**config.mk**
```make
export PLATFORM = sky130hd
export DESIGN_NAME = stopwatch_controller
export DESIGN_NICKNAME = d
export VERILOG_FILES = /design/src/rtl/stopwatch_pkg.sv /design/src/rtl/bcd_digit_counter.sv /design/src/rtl/stopwatch_controller.sv
export SDC_FILE = /design/constraint.sdc
export NUM_CORES = 1
export LEC_CHECK = 0
export ABC_AREA = 1
export BUFFER_PORTS_ARGS = -buffer_cell sky130_fd_sc_hd__buf_2
export CORE_MARGIN = 4
export CORE_UTILIZATION = 25
export DETAILED_ROUTE_END_ITERATION = 8
export PLACE_DENSITY = 0.54
export SYNTH_ARGS = -nofsm -noshare
export SYNTH_HDL_FRONTEND = slang
export SYNTH_SLANG_ARGS = --single-unit
```
**constraint.sdc**
```tcl
create_clock -name clock -period 1.8 [get_ports clock]
set_input_delay 0.36 -clock clock [delete_from_list [all_inputs] [get_ports clock]]
set_output_delay 0.36 -clock clock [all_outputs]
set_load 0.01 [all_outputs]
```
**src/rtl/stopwatch_pkg.sv**
```systemverilog
// rtl/stopwatch_pkg.sv - shared types and digit limits for the centisecond stopwatch
package stopwatch_pkg;

    typedef enum logic [1:0] {
        IDLE    = 2'd0,
        RUNNING = 2'd1,
        PAUSED  = 2'd2,
        LAP     = 2'd3
    } state_t;

    typedef logic [3:0] bcd_digit_t;

    // Field order matches the 24-bit display word, most significant digit first.
    typedef struct packed {
        bcd_digit_t min_tens;
        bcd_digit_t min_ones;
        bcd_digit_t sec_tens;
        bcd_digit_t sec_ones;
        bcd_digit_t cs_tens;
        bcd_digit_t cs_ones;
    } time_bcd_t;

    // Every decimal digit except seconds-tens and minutes-tens runs 0-9.
    localparam int CS_DIGIT_MAX = 9;
    localparam int SEC_TENS_MAX = 5;

endpackage

```
**src/rtl/bcd_digit_counter.sv**
```systemverilog
// rtl/bcd_digit_counter.sv - one wrapping BCD digit with ripple carry for the time cascade
module bcd_digit_counter
    import stopwatch_pkg::*;
#(
    parameter int MAX = 9
) (
    input  logic       clock,
    input  logic       reset_n,
    input  logic       clr,
    input  logic       inc,
    output bcd_digit_t digit,
    output logic       carry
);

    localparam bcd_digit_t MAX_D = bcd_digit_t'(MAX);

    // Carry is combinational so the whole chain rolls over on the same edge.
    assign carry = inc && (digit == MAX_D);

    // Digit register; the >= guard keeps an out-of-range value from ever persisting.
    always_ff @(posedge clock or negedge reset_n) begin
        if (!reset_n) begin
            digit <= '0;
        end else if (clr) begin
            digit <= '0;
        end else if (inc) begin
            digit <= (digit >= MAX_D) ? '0 : digit + 4'd1;
        end
    end

endmodule

```
**src/rtl/stopwatch_controller.sv**
```systemverilog
// rtl/stopwatch_controller.sv - stopwatch FSM, BCD time cascade, lap snapshot and divider restart
module stopwatch_controller
    import stopwatch_pkg::*;
#(
    parameter bit SYNC_ON_RESUME  = 1'b1,
    parameter int MINUTE_TENS_MAX = 5
) (
    input  logic        clock,
    input  logic        reset_n,
    input  logic        tick_in,
    input  logic        start_stop,
    input  logic        lap,
    input  logic        clear,
    output logic        tick_restart,
    output logic        running,
    output logic        lap_active,
    output logic        overflow,
    output logic [23:0] time_bcd,
    output logic [23:0] disp_bcd
);

    state_t    state;
    state_t    state_next;
    time_bcd_t live;
    time_bcd_t lap_reg;
    logic [5:0] carry;
    logic      count_en;
    logic      restart_next;
    logic      lap_capture;

    // Ticks count only while the current state is a counting one; clear always wins.
    assign count_en = tick_in && !clear && ((state == RUNNING) || (state == LAP));

    // A restart pulse follows a start from IDLE, and optionally a resume from PAUSED.
    assign restart_next = start_stop && !clear &&
                          ((state == IDLE) || (SYNC_ON_RESUME && (state == PAUSED)));

    // The snapshot takes the value held before any coincident tick lands.
    assign lap_capture = lap && !clear && !start_stop && (state == RUNNING);

    // State register.
    always_ff @(posedge clock or negedge reset_n) begin
        if (!reset_n) begin
            state <= IDLE;
        end else begin
            state <= state_next;
        end
    end

    // Next-state decode with clear > start_stop > lap priority.
    always_comb begin
        state_next = state;
        if (clear) begin
            state_next = IDLE;
        end else if (start_stop) begin
            case (state)
                IDLE, PAUSED: state_next = RUNNING;
                RUNNING, LAP: state_next = PAUSED;
                default:      state_next = IDLE;
            endcase
        end else if (lap) begin
            case (state)
                RUNNING: state_next = LAP;
                LAP:     state_next = RUNNING;
                default: state_next = state;
            endcase
        end
    end

    // Status outputs decoded straight from the current state.
    always_comb begin
        running    = 1'b0;
        lap_active = 1'b0;
        case (state)
            RUNNING: running = 1'b1;
            LAP: begin
                running    = 1'b1;
                lap_active = 1'b1;
            end
            default: begin
                running    = 1'b0;
                lap_active = 1'b0;
            end
        endcase
    end

    // One-cycle restart pulse to the divider enable.
    always_ff @(posedge clock or negedge reset_n) begin
        if (!reset_n) begin
            tick_restart <= 1'b0;
        end else begin
            tick_restart <= restart_next;
        end
    end

    // Lap snapshot register, zeroed by clear.
    always_ff @(posedge clock or negedge reset_n) begin
        if (!reset_n) begin
            lap_reg <= '0;
        end else if (clear) begin
            lap_reg <= '0;
        end else if (lap_capture) begin
            lap_reg <= live;
        end
    end

    // Sticky overflow: set when the top digit carries out, held until clear.
    always_ff @(posedge clock or negedge reset_n) begin
        if (!reset_n) begin
            overflow <= 1'b0;
        end else if (clear) begin
            overflow <= 1'b0;
        end else if (carry[5]) begin
            overflow <= 1'b1;
        end
    end

    bcd_digit_counter #(.MAX(CS_DIGIT_MAX)) u_cs_ones (
        .clock   (clock),
        .reset_n (reset_n),
        .clr     (clear),
        .inc     (count_en),
        .digit   (live.cs_ones),
        .carry   (carry[0])
    );

    bcd_digit_counter #(.MAX(CS_DIGIT_MAX)) u_cs_tens (
        .clock   (clock),
        .reset_n (reset_n),
        .clr     (clear),
        .inc     (carry[0]),
        .digit   (live.cs_tens),
        .carry   (carry[1])
    );

    bcd_digit_counter #(.MAX(CS_DIGIT_MAX)) u_sec_ones (
        .clock   (clock),
        .reset_n (reset_n),
        .clr     (clear),
        .inc     (carry[1]),
        .digit   (live.sec_ones),
        .carry   (carry[2])
    );

    bcd_digit_counter #(.MAX(SEC_TENS_MAX)) u_sec_tens (
        .clock   (clock),
        .reset_n (reset_n),
        .clr     (clear),
        .inc     (carry[2]),
        .digit   (live.sec_tens),
        .carry   (carry[3])
    );

    bcd_digit_counter #(.MAX(CS_DIGIT_MAX)) u_min_ones (
        .clock   (clock),
        .reset_n (reset_n),
        .clr     (clear),
        .inc     (carry[3]),
        .digit   (live.min_ones),
        .carry   (carry[4])
    );

    bcd_digit_counter #(.MAX(MINUTE_TENS_MAX)) u_min_tens (
        .clock   (clock),
        .reset_n (reset_n),
        .clr     (clear),
        .inc     (carry[4]),
        .digit   (live.min_tens),
        .carry   (carry[5])
    );

    assign time_bcd = live;
    assign disp_bcd = lap_active ? lap_reg : live;

endmodule

```
==> impl_results.md <==
- Run status: finished, final reports clean
- PwrDens: between 600 and 700 mW/mm2
- Core area: roughly 0.011 mm2
- Leading area contributor after synthesis: dfrtp_1
- Die Height: around 120 um
- Crit end category: output pin
- Overall power: around 2.5 mW
- Mapped Nets: 381
- 1st-pass router iterations: 4
- Number of max-cap violations: 0
- Fin Hold WS: ~0.053 ns
- Clock transition at path regs: ~0.07 ns
- Most frequent cells after synthesis: 68 x nand2_1, 58 x inv_1, 52 x dfrtp_1, 42 x o21ai_0, 21 x o22ai_1
- Post-Place Cell Area: approximately 0.0034 mm2
- GPL Wtd Cong: 0.785
- # H-tree levels: 2
- Routed len/inst: 13.3 um
- GRT busiest layer: met2
- Largest net degree at the start of global routing: 53
- Peak Freq: 597 MHz
- Post-Syn Instances: between 300 and 400
- Port Buf Inserts: 57
- Clock skew: 0.00521 ns
- Gr usage total: 0.114
- CP Class: flip-flop to output pin
- Final Util: 0.320
- Synth cell types: 29
- First-pass GRT wire length: 12.4 mm
- WP data arrival: approximately 1.3 ns
- Top cell type's share of synthesized area: 0.446
- Leakage: around 1.8 nW
- Final min period: around 1.7 ns
- Placed Cells incl. Taps: between 500 and 600
- Die Area: between 0.01 and 0.015 mm2
- Final hold vios: 0
- Vias in the first global route: 2610
- Die W: 116 um
- Initial antenna violation count: 0
- IO Pins: 58
- RSZ-0062 raised after global routing: no
- Final setup fails: 0
- YS warnings: 0
- Rel. slew slack: 0.787
- Synthesized area: between 0.002 and 0.003 mm2
- Final period utilization: 0.930
- Root buf cell: clkbuf_16
- Setup WS pre-CTS: about 0.087 ns
- Total grt overflow: 0
- HPWL after DPL: 5.36 mm
- CP Launch Type: flip-flop
- Vias: approximately 2600
- Final Instance Area: between 0.003 and 0.004 mm2
- Slew Limit Fails: 0
- Met3 GRT Util: 0.0193
- Diode count: 0
- Non-filler cells, final: around 570
- Routed Antenna Nets: 0
- Top post-synthesis cells by area: dfrtp_1 45%, nand2_1 8.7%, ha_1 7.7%, inv_1 7.5%, o21ai_0 7.2%
- Data required time of the worst path: between 1 and 1.5 ns
- Number of flops mapped to enable cells by yosys: 0
- Worst skew pair latency: 0.29 ns
- Hold Path Class: primary input to async pin
- CTS Buf Count: 5
- NumNets Final: 446
- Pin slew with the least headroom to its limit: between 0.3 and 0.4 ns
- Sum Neg Setup Slack: 0 ns
- Layout cells sized above 1: 0.232
- Register area share after synthesis: 0.446
- Crit Path Max Fanout: 16
- Routed WL: approximately 7.5 mm
- Met1 usage: 0.158
- Top-count cell post-synth: nand2_1
- Synth async-reset ratio: 1.00
- Row cnt: 39
- Area grow syn2layout: 25.3%
- Vias per std cell: 4.58
- Max reg flops: 24
- 1st-iter DRT viols: between 70 and 80
- Met2 GRT Util: 0.183
- Final WS setup: roughly 0.13 ns
- TritonCTS clock tree: done
- DRC errors left: 0
- Worst vdd ir: 0.350 mV
- Max clock buf depth: 2
- CTS sink cnt: 52
- #FFs+latches synth: 52
- Initial core utilization: 0.256
- Hold_buf cts: 0
- Most used flip-flop cell after synthesis: dfrtp_1
- Avg Cell Area, Syn: ~8.2 um2
## where the power goes
part	leakage (nW)	internal, mW	switching (mW)
logic	1.04	0.0793	0.154
clock network	0.0808	0.654	0.405
registers	0.721	1.18	0.0242
total	1.84	1.92	0.583
## layer usage
layer / part of all wire / routed length (um) / vias up
met5: 0 / 0 / -
met1: 0.49 / 3670 / 1248
met4: 0.0041 / 31 / 0
met3: 0.044 / 329 / 2
met2: 0.46 / 3480 / 50
li1: - / - / 1292
## logic make-up after synthesis
group / after synthesis / synth area share
compound gates: 84 / 0.157
simple gates: 126 / 0.209
flops: 52 / 0.446
xor+xnor: 5 / 0.0150
fa+ha+maj: 18 / 0.0771
buf+inv: 72 / 0.0964
## worst max-delay path, stage by stage (launching register included)
cell,delay (ns)
dfrtp_1,0.40
nand2_4,0.11
clkbuf_16,0.19
o21ai_0,0.16
buf_2,0.16
## placed cells by master (no fill, tap or decap)
master | Yosys | routed
a21oi_1 | 9 | 9
a41oi_1 | 1 | 1
buf_12 | 0 | 2
buf_2 | 6 | 57
buf_4 | 1 | 10
buf_6 | 0 | 1
bufinv_16 | 0 | 1
clkbuf_1 | 6 | 1
clkbuf_16 | 0 | 6
clkinv_2 | 0 | 1
dfrtp_1 | 52 | 52
ha_1 | 18 | 18
inv_1 | 58 | 56
inv_2 | 1 | 3
nand2_1 | 68 | 67
nand2_2 | 4 | 4
nand2_4 | 1 | 2
nand3_1 | 19 | 19
nand3_2 | 2 | 2
nand3_4 | 2 | 2
nand4_1 | 4 | 4
nor2_1 | 19 | 18
nor2_2 | 2 | 3
nor2_8 | 2 | 2
nor3_1 | 1 | 1
nor3b_2 | 0 | 1
nor4_1 | 1 | 1
o2111a_1 | 1 | 1
o211ai_1 | 1 | 1
o21ai_0 | 42 | 40
o21ai_1 | 9 | 10
o21ai_2 | 0 | 1
o22ai_1 | 21 | 21
xnor2_1 | 3 | 3
xor2_1 | 2 | 2
## timing repair
action | in CTS | in global routing
endpoints found under the setup margin | 3 | 18
setup buffers | 1 | 0
cloned | 0 | 1
gates resized for setup | 1 | 9
## worst paths after layout
check | start | slack (ns) | endpoint | depth (start not counted)
worst min-delay path | reset_n | 0.05 | lap_reg[14]$_DFFE_PN0P_ | 2
worst min register to register | lap_reg[4]$_DFFE_PN0P_ | 0.52 | lap_reg[4]$_DFFE_PN0P_ | 2
worst max register to register | u_cs_ones.digit[1]$_DFFE_PN0P_ | 0.17 | u_min_tens.digit[3]$_DFFE_PN0P_ | 9
worst max-delay path | state[1]$_DFFE_PN0P_ | 0.13 | disp_bcd[3] | 4
min in group clock | start_stop | 0.41 | state[0]$_DFFE_PN0P_ | 4
max in group asynchronous | reset_n | 1.50 | state[0]$_DFFE_PN0P_ | 2
## area by class of cell
cell class / instances / area, um2
Clock buffer: 6 / 129
Clock inverter: 2 / 35.0
Multi-Input combinational cell: 233 / 1360
Tap cell: 143 / 179
Inverter: 59 / 221
Sequential cell: 52 / 1300
Timing Repair Buffer: 71 / 437
Fill cell: 1233 / 7760
Power figures use the tool's default switching activity.
